==> src/rtl/serial_add_pkg.sv <==
// Shared constants for the bit-serial adder: FSM state encoding and default operand width.
// Latency: n/a (declarations only).
// Backpressure: n/a.
package serial_add_pkg;

    localparam int DEFAULT_WIDTH = 8;

    localparam logic [1:0] S_IDLE = 2'd0;
    localparam logic [1:0] S_RUN  = 2'd1;
    localparam logic [1:0] S_DONE = 2'd2;

    typedef enum logic [1:0] {
        ST_IDLE = S_IDLE,
        ST_RUN  = S_RUN,
        ST_DONE = S_DONE
    } state_e;

endpackage

==> src/rtl/serial_add_fa.sv <==
// 1-bit full adder, the arithmetic cell reused every cycle by the serial adder.
// Latency: purely combinational.
// Backpressure: none.
// Ports: a, b, cin -> sum, carry.
module fa (
    input  logic a,
    input  logic b,
    input  logic cin,
    output logic sum,
    output logic carry
);

    assign sum   = a ^ b ^ cin;
    assign carry = (a & b) | (cin & (a ^ b));

endmodule

==> src/rtl/serial_add_ctrl.sv <==
// Bit-serial adder controller: one fa cell sequenced LSB-first over WIDTH cycles.
// Latency: WIDTH+1 edges from accepted start to the done pulse; one result per WIDTH+1 cycles.
// Backpressure: start is ignored while busy; accepted in IDLE or in the DONE cycle.
// Ports: clk, rst (sync, active high), start, a, b, cin -> busy, done, sum, cout.
module serial_add_ctrl
    import serial_add_pkg::*;
#(
    parameter int WIDTH = DEFAULT_WIDTH
) (
    input  logic             clk,
    input  logic             rst,
    input  logic             start,
    input  logic [WIDTH-1:0] a,
    input  logic [WIDTH-1:0] b,
    input  logic             cin,
    output logic             busy,
    output logic             done,
    output logic [WIDTH-1:0] sum,
    output logic             cout
);

    localparam int CNT_W = (WIDTH > 1) ? $clog2(WIDTH) : 1;
    localparam logic [CNT_W-1:0] CNT_LAST = CNT_W'(WIDTH - 1);

    state_e           state_q, state_d;
    logic [WIDTH-1:0] a_sh_q, a_sh_d;
    logic [WIDTH-1:0] b_sh_q, b_sh_d;
    // Only WIDTH-1 partial bits are ever stored; the final bit comes straight
    // from the adder on the last RUN edge.
    logic [WIDTH-2:0] sum_sh_q, sum_sh_d;
    logic             carry_q, carry_d;
    logic [CNT_W-1:0] cnt_q, cnt_d;
    logic [WIDTH-1:0] sum_q, sum_d;
    logic             cout_q, cout_d;
    logic             busy_q, busy_d;
    logic             done_q, done_d;

    logic             fa_sum;
    logic             fa_carry;
    logic [WIDTH-1:0] sum_full;

    fa u_fa (
        .a     (a_sh_q[0]),
        .b     (b_sh_q[0]),
        .cin   (carry_q),
        .sum   (fa_sum),
        .carry (fa_carry)
    );

    // New bit enters at the MSB; after WIDTH edges bit 0 has reached position 0.
    assign sum_full = {fa_sum, sum_sh_q};

    always_comb begin
        state_d  = state_q;
        a_sh_d   = a_sh_q;
        b_sh_d   = b_sh_q;
        sum_sh_d = sum_sh_q;
        carry_d  = carry_q;
        cnt_d    = cnt_q;
        sum_d    = sum_q;
        cout_d   = cout_q;

        case (state_q)
            ST_RUN: begin
                a_sh_d   = a_sh_q >> 1;
                b_sh_d   = b_sh_q >> 1;
                sum_sh_d = sum_full[WIDTH-1:1];
                carry_d  = fa_carry;
                if (cnt_q == CNT_LAST) begin
                    // Final bit: publish the result; counter is left alone so it never wraps.
                    sum_d   = sum_full;
                    cout_d  = fa_carry;
                    state_d = ST_DONE;
                end else begin
                    cnt_d = cnt_q + 1'b1;
                end
            end
            default: begin
                // IDLE and DONE accept start identically, giving back-to-back operation.
                if (start) begin
                    a_sh_d   = a;
                    b_sh_d   = b;
                    carry_d  = cin;
                    sum_sh_d = '0;
                    cnt_d    = '0;
                    state_d  = ST_RUN;
                end else begin
                    state_d = ST_IDLE;
                end
            end
        endcase

        busy_d = (state_d == ST_RUN);
        done_d = (state_d == ST_DONE);
    end

    always_ff @(posedge clk) begin
        if (rst) begin
            state_q  <= ST_IDLE;
            a_sh_q   <= '0;
            b_sh_q   <= '0;
            sum_sh_q <= '0;
            carry_q  <= 1'b0;
            cnt_q    <= '0;
            sum_q    <= '0;
            cout_q   <= 1'b0;
            busy_q   <= 1'b0;
            done_q   <= 1'b0;
        end else begin
            state_q  <= state_d;
            a_sh_q   <= a_sh_d;
            b_sh_q   <= b_sh_d;
            sum_sh_q <= sum_sh_d;
            carry_q  <= carry_d;
            cnt_q    <= cnt_d;
            sum_q    <= sum_d;
            cout_q   <= cout_d;
            busy_q   <= busy_d;
            done_q   <= done_d;
        end
    end

    assign busy = busy_q;
    assign done = done_q;
    assign sum  = sum_q;
    assign cout = cout_q;

endmodule
==> config.mk <==
export PLATFORM = sky130hd
export DESIGN_NAME = serial_add_ctrl
export DESIGN_NICKNAME = d
export VERILOG_FILES = /design/src/rtl/serial_add_pkg.sv /design/src/rtl/serial_add_fa.sv /design/src/rtl/serial_add_ctrl.sv
export SDC_FILE = /design/constraint.sdc
export NUM_CORES = 1
export LEC_CHECK = 0
export ABC_AREA = 1
export ABC_CLOCK_PERIOD_IN_PS = 2100
export BUFFER_PORTS_ARGS = -buffer_cell sky130_fd_sc_hd__buf_2
export CAP_MARGIN = 10
export CORE_MARGIN = 2
export CORE_UTILIZATION = 60
export CTS_BUF_LIST = sky130_fd_sc_hd__clkbuf_4
export CTS_CLUSTER_SIZE = 28
export DETAILED_ROUTE_END_ITERATION = 12
export HOLD_SLACK_MARGIN = 0.15
export PLACE_DENSITY = 0.86
export SLEW_MARGIN = 20
export SYNTH_ARGS = -nofsm -noshare
export SYNTH_HDL_FRONTEND = slang
export SYNTH_SLANG_ARGS = --single-unit
==> constraint.sdc <==
create_clock -name clk -period 2.1 [get_ports clk]
set_clock_uncertainty 0.05 [all_clocks]
set_input_delay 0.315 -clock clk [delete_from_list [all_inputs] [get_ports clk]]
set_output_delay 0.315 -clock clk [all_outputs]
set_load 0.03 [all_outputs]
==> impl_metrics.env, run 1 <==
export IMPL_status="finished, final reports clean"
export IMPL_antenna_found_initial=0
export IMPL_share_comb_of_total_power_pct=10.3
export IMPL_die_x_um=56.75
export IMPL_multi_input_area_um2=708.2
export IMPL_internal_power_uw=961.7
export IMPL_cts_root_buf="clkbuf_4"
export IMPL_vias=1524
export IMPL_post_route_min_period_ns=1.508
export IMPL_fmax_mhz=663.0
export IMPL_antenna_left=0
export IMPL_ctsLongestPathBuffers=2
export IMPL_die_area_um2=3220
export IMPL_wl_per_cell_um=11.53
export IMPL_yosysSeqAreaShare_pct=47.98
export IMPL_postCtsHoldBufs=0
export IMPL_power_leakage_nw=0.9781
export IMPL_cts_buffers=5
export IMPL_syn_avg_cell_area_um2=7.321
export IMPL_drv_cap=0
export IMPL_clk_latency_ns=0.35
export IMPL_cts_tree="done"
export IMPL_overflow=0
export IMPL_drt_iter0_markers=60
export IMPL_syn_cell_area_um2=1669
export IMPL_holdWs_ns=0.1639
export IMPL_placementRows=19
export IMPL_grt_max_degree=34
export IMPL_finish_instance_area_um2=1871
export IMPL_switching_share_pct=27.51
export IMPL_grt_pass1_wl_um=5533
export IMPL_utilization_pct=69.02
export IMPL_min_path_type="in2reg"
export IMPL_regArea_um2=800.8
export IMPL_fp_coreArea_um2=2710
export IMPL_first_pass_iters=5
export IMPL_area_growth_pct=12.07
export IMPL_startpoint_type="flop"
export IMPL_post_cts_resize_count=0
export IMPL_cts_sinks=40
export IMPL_finalSetupTns_ns=0
export IMPL_n_fill_cell=232
export IMPL_drt_wl_total_um=3333
export IMPL_top_layer_used="met4"
export IMPL_clk_pin_slew_ns=0.13
export IMPL_slew_violations=0
export IMPL_critPathArrivalTime_ns=1.76
export IMPL_grt_pass1_vias=1304
export IMPL_diodes=0
export IMPL_rsz0062_at_grt="no"
export IMPL_io_buffers=30
export IMPL_p_seq_share_pct=60.3
export IMPL_drive_gt1_share_pct=17.83
export IMPL_synth_fp_nets=251
export IMPL_ys_warnings_count=0
export IMPL_drt_met1_wl_um=1539
export IMPL_dr_wl_met2_um=1528
export IMPL_die_h_um=56.75
export IMPL_placed_area_um2=1814
export IMPL_finalCritPeriodShare_pct=71.82
export IMPL_crit_fanout=33
export IMPL_drt_vias_per_instance=5.273
export IMPL_grt_use_total_pct=21.91
export IMPL_vdd_drop_max_mv=0.6805
export IMPL_start_util_pct=61.59
export IMPL_slew_headroom_pct=65.20
export IMPL_fin_nets=280
export IMPL_hold_violations=0
export IMPL_dr_wl_met3_um=206
export IMPL_io_pins=31
export IMPL_gp_congestion=0.7732
export IMPL_syn_inst=228
export IMPL_cp_end_kind="flop"
export IMPL_crit_type="reg2reg"
export IMPL_finalSetupViolations=0
export IMPL_required_ns=2.35
export IMPL_h_tree_depth=2
export IMPL_p_sw_uw=365.0
export IMPL_power_density_nw_per_um2=709.2
export IMPL_power_mw=1.327
export IMPL_synth_seq_cells=40
export IMPL_cts_setup_buffers=0
export IMPL_worstMarginPinSlew_ns=0.5202
export IMPL_dp_hpwl_um=2251
export IMPL_clkPwrFrac_pct=29.3
export IMPL_drc=0
export IMPL_ys_types=17
==> worst max-delay path: stages, from the launching register on <==
cell and delay (ns):
dfxtp_1 0.39, inv_1 0.08, nand2_2 0.40, nand2_1 0.13, inv_1 0.20, nand2_1 0.08, a21oi_1 0.13
==> synthesized netlist by cell type <==
| library cell | n | area (um^2) |
|---|---|---|
| a211oi_1 | 2 | 15.01 |
| a21oi_1 | 9 | 45.04 |
| buf_1 | 1 | 3.750 |
| buf_2 | 5 | 25.02 |
| buf_4 | 5 | 37.54 |
| clkinv_1 | 1 | 3.750 |
| dfxtp_1 | 40 | 800.8 |
| fa_1 | 1 | 20.02 |
| ha_1 | 2 | 25.02 |
| inv_1 | 21 | 78.83 |
| inv_2 | 3 | 11.26 |
| nand2_1 | 70 | 262.8 |
| nand2_2 | 2 | 12.51 |
| nand3_1 | 56 | 280.3 |
| nor2_1 | 7 | 26.28 |
| nor2_4 | 1 | 11.26 |
| o21ai_0 | 2 | 10.01 |
==> cell families (layout without fill, tap and decap cells) <==
kind of cell | count (synthesis) | after routing | synth area share [%]
AND/OR/NAND/NOR | 136 | 136 | 35.53
AO/OA/AOI/OAI | 13 | 13 | 4.197
flip-flops | 40 | 40 | 47.98
adder cells (fa/ha/maj) | 3 | 3 | 2.698
buffers and inverters | 36 | 66 | 9.595
==> placed cells by master, fill, tap and decap left out <==
| master | netlist | routed |
|---|---|---|
| nor2_4 | 1 | 1 |
| nand2_2 | 2 | 2 |
| a21oi_1 | 9 | 9 |
| clkinvlp_4 | 0 | 2 |
| buf_2 | 5 | 30 |
| ha_1 | 2 | 2 |
| inv_1 | 21 | 21 |
| o21ai_0 | 2 | 2 |
| nor2_1 | 7 | 7 |
| a211oi_1 | 2 | 2 |
| fa_1 | 1 | 1 |
| clkbuf_4 | 0 | 5 |
| nand2_1 | 70 | 70 |
| inv_2 | 3 | 3 |
| dfxtp_1 | 40 | 40 |
| nand3_1 | 56 | 56 |
| buf_4 | 5 | 3 |
| clkinv_1 | 1 | 2 |
==> layer usage <==
layer / up-vias / GRT usage, %
met5: - / 0
met4: 0 / 8.306
met3: 11 / 7.373
met2: 39 / 33.39
met1: 692 / 28.78
li1: 782 / -
==> final cells by class <==
class / instances / share of cell area, %
clock inverters: 3 / 1.003
repair buffers: 33 / 9.231
well taps: 31 / 2.074
inverters: 25 / 5.017
flip-flops and latches: 40 / 42.81
multi-input cells: 152 / 37.86
clock buffers: 5 / 2.007
==> worst paths after layout <==
| path | startpoint | end | slack (ns) | cells after the start |
|---|---|---|---|---|
| worst min register to register | sum_sh_q[2] | sum[2] | 0.43 | 2 |
| worst min-delay path | a[7] | a_sh_q[7] | 0.16 | 3 |
| worst max-delay path | state_q[1] | sum_sh_q[5] | 0.59 | 6 |
| worst max register to register | state_q[1] | sum_sh_q[5] | 0.59 | 6 |
==> state kept, by name (all words and copies together), names as in the netlist <==
signal	cells
a_sh_q	8
b_sh_q	8
busy	1
carry_q	1
cnt_q	3
cout	1
done	1
state_q	2
sum	8
sum_sh_q	7
==> power by group through the flow <==
stage	Sequential (mW)	Combinational [mW]	Clock, mW
2_1_floorplan	0.816	0.102	0
3_3_place_gp	0.817	0.134	0
3_5_place_dp	0.817	0.137	0
4_1_cts	0.800	0.137	0.389
5_1_grt	0.804	0.158	0.420
6_report	0.801	0.137	0.389
==> per-stage QoR <==
stage / setup slack [ns] / std cells
6_report: 0.5917 / 289
4_1_cts: 0.5930 / 289
5_1_grt: 0.4275 / 289
3_5_place_dp: 0.6156 / 281
2_1_floorplan: 0.9015 / 228
3_3_place_gp: 0.6366 / 281
Note: power is estimated with default switching activity, not from simulation.
==> inputs of run 2 (changes only) <==
Settings changed: ABC_CLOCK_PERIOD_IN_PS 2100 to 1240, CORE_UTILIZATION 60 to 51, PLACE_DENSITY 0.86 to 0.78.
Clock period 2.1 ns to 1.24 ns, I/O delays scaled along.
==> run 2 against run 1 <==
Largest cell class unchanged. Maximum frequency increased by 20%. The run now ends with setup timing left. Power rose by 110%. Register-to-register slack got worse by 0.61 ns.
==> impl_metrics.env, run 2 (synthesis gave the netlist of run 1 again) <==
export IMPL_reg2reg_depth=8
export IMPL_area_growth_pct=37.48
export IMPL_crit_type="reg2reg"
export IMPL_place_inst=301
export IMPL_cp_end_kind="flop"
export IMPL_grt_max_degree=32
export IMPL_hold_violations=0
export IMPL_required_ns=1.45
export IMPL_grt_use_total_pct=24.02
export IMPL_n_fill_cell=222
export IMPL_final_cell_mix="69 x nand2_1, 55 x nand3_1, 34 x dfxtp_1"
export IMPL_reg2reg_to="sum[6]"
export IMPL_grt_pass1_vias=1516
export IMPL_grt_pass1_wl_um=6637
export IMPL_violations="setup timing"
export IMPL_drive_gt1_share_pct=26.15
export IMPL_r2r_setup_slack_ns=-0.02
export IMPL_slew_headroom_pct=84.35
export IMPL_finalCritPeriodShare_pct=101.3
export IMPL_cts_buffers=5
export IMPL_cts_tree="done"
export IMPL_diodes=0
export IMPL_rsz0062_at_grt="yes"
export IMPL_crit_fanout=4
export IMPL_min_path_type="in2reg"
export IMPL_h_tree_depth=2
export IMPL_slew_violations=0
export IMPL_power_density_nw_per_um2=1194
export IMPL_die_h_um=61.21
export IMPL_startpoint_type="flop"
export IMPL_power_leakage_nw=1.146
export IMPL_die_area_um2=3746
export IMPL_clk_pin_slew_ns=0.12
export IMPL_start_util_pct=54.23
export IMPL_vdd_drop_max_mv=0.8546
export IMPL_status="finished with violations"
export IMPL_placementRows=20
export IMPL_placed_area_um2=1921
export IMPL_overflow=0
export IMPL_gp_congestion=0.8217
export IMPL_cts_sinks=40
export IMPL_dp_hpwl_um=2371
export IMPL_vias=1738
export IMPL_drv_cap=0
export IMPL_drt_vias_per_instance=5.315
export IMPL_finalSetupViolations=2
export IMPL_min_from="b[0]"
export IMPL_drt_iter0_markers=94
export IMPL_layout_commonest_cell="nand2_1"
export IMPL_fin_nets=306
export IMPL_worstMarginPinSlew_ns=0.2323
export IMPL_fp_coreArea_um2=3078
export IMPL_final_cells=327
export IMPL_post_route_min_period_ns=1.256
export IMPL_wl_per_cell_um=13.23
export IMPL_clk_latency_ns=0.35
export IMPL_drt_wl_total_um=4326
export IMPL_cts_root_buf="clkbuf_4"
export IMPL_antenna_found_initial=0
export IMPL_ctsLongestPathBuffers=2
export IMPL_fmax_mhz=796.3
export IMPL_min_path_cells=5
export IMPL_regArea_um2=808.3
export IMPL_first_pass_iters=4
export IMPL_die_x_um=61.21
export IMPL_min_delay_worst_endpoint="b_sh_q[0]"
export IMPL_critPathArrivalTime_ns=1.47
export IMPL_fin_ws_ns=-0.01576
export IMPL_power_mw=2.740
export IMPL_reg2reg_from="cnt_q[1]"
export IMPL_antenna_left=0
export IMPL_drc=0
export IMPL_io_buffers=30
export IMPL_finish_instance_area_um2=2295
export IMPL_io_pins=31
export IMPL_multi_input_area_um2=772.0
[run 2: where the power goes]
part,total (mW),switching [mW],internal [mW],leakage (nW)
clock network,1.03,0.416,0.617,0.0513
registers,1.36,0.0300,1.33,0.328
logic,0.347,0.185,0.162,0.766
total,2.74,0.630,2.11,1.15
[run 2: area by class of cell]
class | count | share of cell area, %
flip-flops and latches | 40 | 35.22
clock buffers | 5 | 1.636
multi-input cells | 152 | 33.64
repair inverters | 1 | 0.3272
well taps | 44 | 2.399
repair buffers | 58 | 19.96
inverters | 25 | 4.198
clock inverters | 2 | 2.617
[run 2: per-layer routing]
layer | wire length, um | share of wire (%) | up-vias | global-route usage, %
li1 | - | - | 837 | -
met1 | 1922 | 44 | 818 | 31.45
met2 | 2103 | 49 | 75 | 35.87
met3 | 248 | 5.7 | 8 | 7.983
met4 | 52 | 1.2 | 0 | 11.18
met5 | 0 | 0 | - | 0
[run 2: repair_timing]
action	4_1_cts	5_1_grt
gates cloned	1	1
endpoints found under the hold margin	17	0
setup buffers	0	0
setup endpoints to repair	12	32
resized for setup	11	15
hold buffers	17	0
pin swaps	4	8
[run 2: through the flow]
step	setup WS [ns]	hold slack, ns	TNS (ns)	utilization, %
global placement	-0.01078	0.3967	-0.02290	62.40
global route	-0.08565	0.1681	-0.3276	74.55
CTS	-0.01804	0.1547	-0.03124	72.40
finish	-0.01576	0.1540	-0.02168	74.55
detailed placement	-0.05320	0.3944	-0.4215	62.40
floorplan	0.04154	0.2051	0	-
[run 2: critical path, cell delays in order (launching register included)]
cell        delay (ns)
dfxtp_2           0.36
ha_4              0.16
ha_4              0.16
inv_4             0.07
nor2_4            0.04
nand2_4           0.08
clkinvlp_4        0.12
nand2_1           0.08
nand2_1           0.05
[run 2: how the worst max path moves through the flow]
stage | from | to | slack (ns) | cells past startpoint
after floorplan | cnt_q[0] | cnt_q[2] | 0.04 | 7
after global placement | cnt_q[0] | sum[5] | -0.01 | 8
after detailed placement | cnt_q[0] | cnt_q[1] | -0.05 | 7
after CTS | cnt_q[1] | sum[7] | -0.02 | 8
after global routing | cnt_q[0] | cnt_q[0] | -0.09 | 7
final | cnt_q[1] | sum[6] | -0.02 | 8
